==> src/rtl/arm7tdmi_pkg.sv <==
// Shared types and constants for the ARM7TDMI instruction fetch path.
// The fetch-entry pc field is 32 bits wide, so fetch address widths up to 32 bits are supported.
package arm7tdmi_pkg;

  localparam int unsigned ARM_INSTR_BYTES   = 32'd4;
  localparam int unsigned THUMB_INSTR_BYTES = 32'd2;
  localparam int unsigned PC_WIDTH          = 32'd32;

  typedef enum logic [1:0] {
    FS_IDLE    = 2'd0,
    FS_FETCH   = 2'd1,
    FS_DISCARD = 2'd2
  } fetch_state_t;

  typedef struct packed {
    logic [31:0]         instr;
    logic [PC_WIDTH-1:0] pc;
    logic                thumb;
  } fetch_entry_t;

  // Byte distance to the next sequential instruction in the given mode.
  function automatic int unsigned instr_bytes(input logic thumb_mode);
    return thumb_mode ? THUMB_INSTR_BYTES : ARM_INSTR_BYTES;
  endfunction

endpackage

==> src/rtl/arm7tdmi_fetch_fifo.sv <==
// Prefetch queue: power-of-two circular buffer of fetch entries with flush.
// The head is read straight out of the storage registers.
module arm7tdmi_fetch_fifo
  import arm7tdmi_pkg::*;
#(
  parameter int DEPTH = 4
) (
  input  logic                   clk,
  input  logic                   rst,
  input  logic                   flush,
  input  logic                   push,
  input  fetch_entry_t           push_entry,
  input  logic                   pop,
  output fetch_entry_t           head,
  output logic                   valid,
  output logic [$clog2(DEPTH):0] count,
  output logic [$clog2(DEPTH):0] count_next
);

  localparam int PW = $clog2(DEPTH);
  localparam int CW = PW + 1;

  fetch_entry_t    mem_r [DEPTH];
  logic [PW-1:0]   rd_ptr_r;
  logic [PW-1:0]   wr_ptr_r;
  logic [CW-1:0]   count_r;
  logic [CW-1:0]   count_s;
  logic            full_s;
  logic            do_push_s;
  logic            do_pop_s;

  // Qualify push/pop against occupancy; a full queue may push only while popping.
  always_comb begin
    full_s    = (count_r == CW'(DEPTH));
    do_pop_s  = pop && (count_r != {CW{1'b0}});
    do_push_s = push && (!full_s || do_pop_s);
    if (flush) begin
      count_s = {CW{1'b0}};
    end else begin
      count_s = count_r + CW'(do_push_s) - CW'(do_pop_s);
    end
  end

  // Pointer and occupancy registers; flush empties the queue on the same edge.
  always_ff @(posedge clk) begin
    if (rst) begin
      rd_ptr_r <= {PW{1'b0}};
      wr_ptr_r <= {PW{1'b0}};
      count_r  <= {CW{1'b0}};
    end else if (flush) begin
      rd_ptr_r <= {PW{1'b0}};
      wr_ptr_r <= {PW{1'b0}};
      count_r  <= {CW{1'b0}};
    end else begin
      if (do_push_s) begin
        wr_ptr_r <= wr_ptr_r + PW'(1);
      end
      if (do_pop_s) begin
        rd_ptr_r <= rd_ptr_r + PW'(1);
      end
      count_r <= count_s;
    end
  end

  // Entry storage; contents are qualified by count, so no reset is needed.
  always_ff @(posedge clk) begin
    if (do_push_s && !flush) begin
      mem_r[wr_ptr_r] <= push_entry;
    end
  end

  assign head       = mem_r[rd_ptr_r];
  assign valid      = (count_r != {CW{1'b0}});
  assign count      = count_r;
  assign count_next = count_s;

endmodule

==> src/rtl/arm7tdmi_prefetch_unit.sv <==
// Instruction prefetch stage: issues single outstanding icache requests, queues
// returned instructions for decode, and restarts fetching on branch redirects.
module arm7tdmi_prefetch_unit
  import arm7tdmi_pkg::*;
#(
  parameter int                    DEPTH        = 4,
  parameter int                    ADDR_WIDTH   = 32,
  parameter logic [ADDR_WIDTH-1:0] RESET_VECTOR = 32'h0000_0000
) (
  input  logic                   clk,
  input  logic                   rst,
  input  logic                   fetch_enable,
  output logic [ADDR_WIDTH-1:0]  ic_addr,
  output logic                   ic_req,
  output logic                   ic_thumb_mode,
  input  logic [31:0]            ic_data,
  input  logic                   ic_ready,
  input  logic                   branch_valid,
  input  logic [ADDR_WIDTH-1:0]  branch_target,
  input  logic                   branch_thumb,
  output logic                   dec_valid,
  output logic [31:0]            dec_instr,
  output logic [ADDR_WIDTH-1:0]  dec_pc,
  output logic                   dec_thumb,
  input  logic                   dec_ready,
  output logic [$clog2(DEPTH):0] queue_count,
  output logic                   fetch_busy
);

  localparam int AW = ADDR_WIDTH;
  localparam int CW = $clog2(DEPTH) + 1;

  fetch_state_t   state_r, state_s;
  logic           req_r, req_s;
  logic [AW-1:0]  addr_r, addr_s;
  logic           tm_r, tm_s;
  logic [AW-1:0]  pc_r, pc_s;
  logic           thumb_r, thumb_s;

  logic           push_s;
  logic           pop_s;
  logic           can_issue_s;
  logic [AW-1:0]  target_s;
  logic [AW-1:0]  align_mask_s;
  logic [CW-1:0]  count_next_s;
  logic [PC_WIDTH-1:0] pc_ext_s;
  fetch_entry_t   push_entry_s;
  fetch_entry_t   head_s;

  // Branches win over both push and pop: a same-cycle response is dropped and the head is not consumed.
  always_comb begin
    push_s       = (state_r == FS_FETCH) && ic_ready && !branch_valid;
    pop_s        = dec_ready && dec_valid && !branch_valid;
    align_mask_s = branch_thumb ? AW'(1) : AW'(3);
    target_s     = branch_target & ~align_mask_s;
    if (branch_valid) begin
      pc_s    = target_s;
      thumb_s = branch_thumb;
    end else if (push_s) begin
      pc_s    = pc_r + AW'(instr_bytes(thumb_r));
      thumb_s = thumb_r;
    end else begin
      pc_s    = pc_r;
      thumb_s = thumb_r;
    end
    can_issue_s = fetch_enable && (count_next_s < CW'(DEPTH));
  end

  // Next-state and next-request logic; a request is held until the cache completes it.
  always_comb begin
    state_s = state_r;
    req_s   = req_r;
    addr_s  = addr_r;
    tm_s    = tm_r;
    case (state_r)
      FS_IDLE: begin
        if (can_issue_s) begin
          state_s = FS_FETCH;
          req_s   = 1'b1;
          addr_s  = pc_s;
          tm_s    = thumb_s;
        end else begin
          state_s = FS_IDLE;
          req_s   = 1'b0;
        end
      end
      FS_FETCH, FS_DISCARD: begin
        if (ic_ready) begin
          if (can_issue_s) begin
            state_s = FS_FETCH;
            req_s   = 1'b1;
            addr_s  = pc_s;
            tm_s    = thumb_s;
          end else begin
            state_s = FS_IDLE;
            req_s   = 1'b0;
          end
        end else if (branch_valid) begin
          state_s = FS_DISCARD;
        end else begin
          state_s = state_r;
        end
      end
      default: begin
        state_s = FS_IDLE;
        req_s   = 1'b0;
      end
    endcase
  end

  // FSM, request and fetch-PC registers.
  always_ff @(posedge clk) begin
    if (rst) begin
      state_r <= FS_IDLE;
      req_r   <= 1'b0;
      addr_r  <= RESET_VECTOR;
      tm_r    <= 1'b0;
      pc_r    <= RESET_VECTOR;
      thumb_r <= 1'b0;
    end else begin
      state_r <= state_s;
      req_r   <= req_s;
      addr_r  <= addr_s;
      tm_r    <= tm_s;
      pc_r    <= pc_s;
      thumb_r <= thumb_s;
    end
  end

  // Widen the request address into the queue's fixed-width pc field.
  always_comb begin
    pc_ext_s           = {PC_WIDTH{1'b0}};
    pc_ext_s[AW-1:0]   = addr_r;
    push_entry_s.instr = ic_data;
    push_entry_s.pc    = pc_ext_s;
    push_entry_s.thumb = tm_r;
  end

  arm7tdmi_fetch_fifo #(
    .DEPTH (DEPTH)
  ) u_fifo (
    .clk        (clk),
    .rst        (rst),
    .flush      (branch_valid),
    .push       (push_s),
    .push_entry (push_entry_s),
    .pop        (pop_s),
    .head       (head_s),
    .valid      (dec_valid),
    .count      (queue_count),
    .count_next (count_next_s)
  );

  assign ic_addr       = addr_r;
  assign ic_req        = req_r;
  assign ic_thumb_mode = tm_r;
  assign dec_instr     = head_s.instr;
  assign dec_pc        = head_s.pc[AW-1:0];
  assign dec_thumb     = head_s.thumb;
  assign fetch_busy    = (state_r != FS_IDLE);

endmodule

==> config.mk <==
export PLATFORM = sky130hd
export DESIGN_NAME = arm7tdmi_prefetch_unit
export DESIGN_NICKNAME = d
export VERILOG_FILES = /design/src/rtl/arm7tdmi_pkg.sv /design/src/rtl/arm7tdmi_fetch_fifo.sv /design/src/rtl/arm7tdmi_prefetch_unit.sv
export SDC_FILE = /design/constraint.sdc
export NUM_CORES = 1
export LEC_CHECK = 0
export CAP_MARGIN = 20
export CORE_ASPECT_RATIO = 0.9
export CORE_MARGIN = 1.5
export CORE_UTILIZATION = 37
export CTS_CLUSTER_SIZE = 24
export DETAILED_ROUTE_END_ITERATION = 8
export PLACE_DENSITY = 0.66
export SLEW_MARGIN = 25
export SYNTH_ARGS = -nofsm -noshare
export SYNTH_HDL_FRONTEND = slang
export SYNTH_SLANG_ARGS = --single-unit
export TNS_END_PERCENT = 10
==> constraint.sdc <==
create_clock -name clk -period 10.4 [get_ports clk]
set_input_delay 2.6 -clock clk [delete_from_list [all_inputs] [get_ports clk]]
set_output_delay 2.6 -clock clk [all_outputs]
set_load 0.01 [all_outputs]
==> impl_metrics.ini, run 1 <==
[global_route]
grt_pass1_wl_mm = 47.40
grt_max_degree = 51
antenna_found_initial = 0
grt_pass1_vias = 7865
grt_overflow_total = 0
grt_use_total = 0.1704

[logic_synthesis]
netlist_area_um2 = 13250
ys_ff_latch = 338
ys_seq_area_frac = 0.7072
synth_edf_count = 260
avgSynthCellArea_um2 = 16.88
ys.flop_type = edfxtp_1
synth-async-reset-ratio = 0
yosys_warnings = 0
synthCells = 785
synth_cell_types = 66
syn_nets = 869

[pwr]
leakagePower_nw = 5.469
power_mw = 3.018
p_per_area_nw_per_um2 = 180.8
vdd_drop_max_mv = 0.1086
seq_power_share = 0.503
p_switching_mw = 0.6409
p_sw_frac = 0.2124
clkPwrFrac = 0.446
power_frac_comb = 0.052
p_int_mw = 2.377

[drt]
wl_per_cell_um = 21.19
wl_met2_mm = 14.54
wl_met3_mm = 1.915
route.detailed.drc = 0
initialDrtViolationCount = 523
drt-total-wl_mm = 30.99
vias = 7746
met1_length_mm = 13.97
firstDrtPassIters = 7
highest_layer = met4
antenna_left = 0
vias_per_cell = 5.295

[placement]
port_buffers = 173
place_hpwl_mm = 18.80
gp_congestion = 0.7951

[floorplanning]
ios = 175
die_y_um = 182.5
core_um2 = 35130
dieArea_um2 = 36950
initial_core_util = 0.3771
die_x_um = 202.5
num_rows = 65

[sta]
worstMarginPinSlew_ns = 0.9302
min_period_over_period = 0.5886
setup-tns-final_ns = 0
period_minus_slack_ns = 6.121
fmax_ghz = 0.1634
skew_ns = 0.01637
drv_slew = 0
slew_headroom = 0.3751
setup_viol = 0
finalHoldViolCount = 0
grt_setup_unrepaired = false

[clock_network]
cts_buffer_depth = 3
root_buffer = clkbuf_16
cts_setup_buffers = 0
cts_hold_buf = 0
clkLatencyLatePin_ns = 0.54
clk_pin_slew_ns = 0.06
cts_tree = done
ctsResizeCount = 0
numClockSinks = 338
numCtsBuffers = 38
cts_max_level = 2

[finish]
final_util = 0.4750
areaGrowthSynthToFinish_pct = 25.98
layout.nets = 1050
num_antenna_cells = 0
drive_above_1_share = 0.1559

[critical_path]
crit_path_max_fanout = 25
crit_arrival_ns = 6.59
path_class = input pin to register
regToRegSetupSlack_ns = 6.35
cp-start-kind = input pin
crit_required_ns = 10.87
cp-end-kind = register

[worst_hold_path]
hp-class = register to register

[status]
status = complete, no violations

[job]
drv_cap = 0
==> final cells by class <==
| class | count | area, um^2 |
|---|---|---|
| clock buffers | 48 | 998.5 |
| clock inverters | 20 | 255.2 |
| fillers | 3072 | 18440 |
| inverters | 15 | 56.30 |
| multi-input cells | 390 | 3615 |
| flip-flops and latches | 338 | 9376 |
| well taps | 469 | 586.8 |
| repair buffers | 183 | 1802 |
==> cell usage in the layout (no fill, tap or decap), types with 10 or more instances in the layout <==
master	netlist	final
clkdlybuf4s50_1	0	172
buf_4	1	10
edfxtp_1	260	260
and3_1	10	10
nor4_1	14	14
inv_1	14	14
ha_1	11	11
nor2_1	43	42
clkbuf_16	0	38
nand2_1	25	25
nand3_1	30	30
dfxtp_1	78	76
o21ai_0	14	14
mux4_2	65	65
nand4_1	12	12
nor3_1	24	24
==> path summary, 6_finish.rpt <==
path                      startpoint                      end  cells past startpoint
min reg2reg       pc_r[0]$_SDFF_PP0_       pc_r[0]$_SDFF_PP0_                      1
max                         ic_ready  ic_addr[4]$_SDFFE_PP0P_                     11
min               pc_r[0]$_SDFF_PP0_       pc_r[0]$_SDFF_PP0_                      1
max reg2reg  state_r[0]$_SDFFE_PP0P_  ic_addr[4]$_SDFFE_PP0P_                     11
==> cells in the mapped netlist (3+ instances only) <==
cell,instances,share of area
edfxtp_1,260,0.59
dfxtp_1,78,0.12
mux4_2,65,0.11
nor2_1,43,0.012
nand3_1,30,0.011
nand2_1,25,0.0071
nor3_1,24,0.0091
clkbuf_1,18,0.0051
inv_1,14,0.0040
nor4_1,14,0.0066
o21ai_0,14,0.0053
and2_1,13,0.0061
nand4_1,12,0.0057
ha_1,11,0.010
and3_1,10,0.0047
a21oi_1,9,0.0034
o41ai_1,9,0.0060
buf_1,8,0.0023
buf_2,8,0.0030
o21a_1,8,0.0045
mux2i_1,7,0.0053
nor2b_1,7,0.0033
o22a_1,7,0.0046
o31a_1,7,0.0046
xnor2_1,7,0.0046
a21o_1,6,0.0034
buf_6,6,0.0051
or3_1,5,0.0024
a211oi_1,4,0.0023
nand2b_1,4,0.0019
a311oi_1,3,0.0020
a31o_2,3,0.0020
o31ai_1,3,0.0017
xor2_1,3,0.0020
==> per-layer routing <==
metal  track usage  up-vias
li1              -     3504
met1        0.2414     3938
met2        0.2670      261
met3       0.03411       43
met4       0.04919        0
met5             0        -
==> cell families after synthesis <==
| kind of cell | share of synthesized area |
|---|---|
| AO/OA/AOI/OAI | 0.04864 |
| adder cells (fa/ha/maj) | 0.01341 |
| multiplexers | 0.1166 |
| buffers and inverters | 0.02087 |
| flip-flops | 0.7072 |
| XOR/XNOR | 0.008406 |
| AND/OR/NAND/NOR | 0.08481 |
==> worst max-delay path, cell delays in order <==
cell and delay (ns):
clkdlybuf4s50_1 0.62, nand2_1 0.37, nor3_1 0.87, ha_1 0.30
fa_1 0.17, xor3_1 0.41, o21ai_0 0.32, nor2_2 0.05
buf_4 0.24, nor2_1 0.41, o22a_1 0.22
==> stage by stage <==
step	area [um^2]	hold WS, ns	worst slack (ns)	instances
after floorplan	13250	0.4289	5.006	785
after global placement	15440	0.4469	3.859	1395
after detailed placement	15440	0.4533	3.787	1395
after CTS	16690	0.4662	4.296	1463
after global routing	16690	0.4695	4.026	1463
final	16690	0.4652	4.279	1463
==> power groups by stage <==
stage,registers (mW),logic (mW),clock network [mW]
floorplan,1.54,0.0684,0
CTS,1.52,0.159,1.38
global placement,1.54,0.155,0
global route,1.52,0.171,1.43
finish,1.52,0.157,1.34
detailed placement,1.55,0.158,0
==> sequential cells by signal (all words and copies together), names as in the netlist, named ones only <==
| signal | flops |
|---|---|
| pc_r | 32 |
| ic_addr | 32 |
| u_fifo.mem_r | 260 |
| u_fifo.count | 3 |
| u_fifo.rd_ptr_r | 2 |
| state_r | 2 |
| u_fifo.wr_ptr_r | 2 |
| ic_req | 1 |
| ic_thumb_mode | 1 |
| thumb_r | 1 |
Note: power is estimated with default switching activity, not from simulation.
==> run 2, diff against run 1 <==
Clock period 10.4 ns to 6.1 ns, I/O delays scaled along.
==> run 2 against run 1 <==
Net effect:
- sequential share of layout area decreased by 0.23 points
- cell area increased by 0.40%
- sequential power increased by 70%
- setup slack got worse by 2.9 ns
- clock power increased by 72%
- critical path type unchanged
- largest cell class unchanged
- largest power group unchanged
- highest routed layer unchanged
==> impl_metrics.ini, run 2 (synthesis results as in run 1) <==
[clock_network]
cts_buffer_depth = 3
cts_max_level = 2
cts_tree = done
clk_pin_slew_ns = 0.06
root_buffer = clkbuf_16
clkLatencyLatePin_ns = 0.52
numCtsBuffers = 37
cts_setup_buffers = 0
ctsResizeCount = 0
cts_hold_buf = 0
numClockSinks = 338

[critical_path]
crit_required_ns = 6.52
path_class = input pin to register
rr_startpoint = u_fifo.count[2]$_SDFF_PP0_
rr_worst_depth = 11
cp-end-kind = register
cp-start-kind = input pin
crit_path_max_fanout = 48
crit_arrival_ns = 5.12
regToRegSetupSlack_ns = 2.33
r2r_end = ic_addr[29]$_SDFFE_PP0P_

[finish]
layout.nets = 1053
layout_common_cells = edfxtp_1, clkdlybuf4s50_1, dfxtp_1, mux4_2, nor2_1
top_register = u_fifo.mem_r
num_antenna_cells = 0
drive_above_1_share = 0.1556
largest_reg_flops = 260
fin_area_um2 = 16760
final_common_cell = edfxtp_1
fillers = 3048
areaGrowthSynthToFinish_pct = 26.49

[worst_hold_path]
hold_path.startpoint = pc_r[0]$_SDFF_PP0_
hold_path_end = pc_r[0]$_SDFF_PP0_
hp-class = register to register
hold_depth = 1

[drt]
drt-total-wl_mm = 30.60
route.detailed.drc = 0
initialDrtViolationCount = 498
antenna_left = 0
firstDrtPassIters = 5
vias_per_cell = 5.243
vias = 7681
wl_per_cell_um = 20.88

[pwr]
vdd_drop_max_mv = 0.1609
power_mw = 5.155
p_per_area_nw_per_um2 = 307.6
leakagePower_nw = 5.500

[global_route]
grt_max_degree = 66
grt_use_total = 0.1666
grt_pass1_wl_mm = 46.91
antenna_found_initial = 0
grt_overflow_total = 0
grt_pass1_vias = 7835

[status]
status = complete, no violations

[sta]
drv_slew = 0
min_period_over_period = 0.7710
worstMarginPinSlew_ns = 0.7682
period_minus_slack_ns = 4.703
grt_setup_unrepaired = false
slew_headroom = 0.4878
setup_viol = 0
setup-tns-final_ns = 0
fmax_ghz = 0.2126
finalHoldViolCount = 0
skew_ns = 0.01357

[placement]
placed_area_um2 = 15500
port_buffers = 173
gp_congestion = 0.7904
place_hpwl_mm = 18.94

[floorplanning]
num_rows = 65
die_x_um = 202.5
initial_core_util = 0.3771
dieArea_um2 = 36950
ios = 175
die_y_um = 182.5
core_um2 = 35130

[job]
drv_cap = 0
run 2: changes by cell type in the layout (fill, tap and decap cells not counted), moves of 2 or more:
cell | previous run | this run
clkinv_1 | 2 | 4
clkinv_4 | 2 | 0
clkbuf_8 | 1 | 3
inv_6 | 3 | 1
buf_12 | 0 | 3
clkinv_2 | 6 | 3
run 2: critical path, cell delays in order:
cell             delay, ns
clkdlybuf4s50_1       0.49
buf_4                 0.43
nor3_1                0.12
buf_4                 0.19
ha_1                  0.20
fa_1                  0.36
xor3_1                0.39
o21ai_0               0.15
nor2_2                0.63
nand2_1               0.36
o31ai_1               0.28
run 2: per-layer routing:
layer | track usage | share of wire
met5 | 0 | 0
met2 | 0.2626 | 0.46
met4 | 0.04089 | 0.017
met3 | 0.02714 | 0.060
met1 | 0.2414 | 0.46
run 2: through the flow:
step	hold slack, ns	setup slack [ns]	util	instances
5_1_grt	0.4819	1.183	0.4770	1465
2_1_floorplan	0.4289	1.781	-	785
6_report	0.4694	1.397	0.4770	1465
3_5_place_dp	0.4534	0.8760	0.4413	1399
4_1_cts	0.4673	1.424	0.4770	1465
3_3_place_gp	0.4439	0.9595	0.4413	1399
run 2: final cells by class:
| cell class | instances | area [um^2] | area share |
|---|---|---|---|
| Tap cell | 469 | 586.8 | 0.03502 |
| Inverter | 15 | 56.30 | 0.003360 |
| Timing Repair Buffer | 187 | 1869 | 0.1116 |
| Sequential cell | 338 | 9376 | 0.5595 |
| Clock buffer | 52 | 1059 | 0.06317 |
| Multi-Input combinational cell | 390 | 3615 | 0.2157 |
| Clock inverter | 14 | 195.2 | 0.01165 |
run 2: worst max path at each step:
stage	slack (ns)	startpoint	to	cells after the start
floorplan	1.78	branch_valid	u_fifo.mem_r[0][0]$_DFFE_PP_	4
finish	1.40	branch_valid	ic_addr[29]$_SDFFE_PP0P_	11
global placement	0.96	branch_valid	ic_addr[29]$_SDFFE_PP0P_	11
detailed placement	0.88	branch_valid	ic_addr[29]$_SDFFE_PP0P_	11
global route	1.18	branch_valid	ic_addr[29]$_SDFFE_PP0P_	11
CTS	1.42	branch_valid	ic_addr[29]$_SDFFE_PP0P_	11
run 2: power by group:
part	leakage [nW]	internal (mW)	switching [mW]	total, mW
Clock	0.615	1.42	0.876	2.30
Sequential	3.03	2.53	0.0570	2.59
Combinational	1.86	0.141	0.129	0.270
Total	5.50	4.09	1.06	5.16
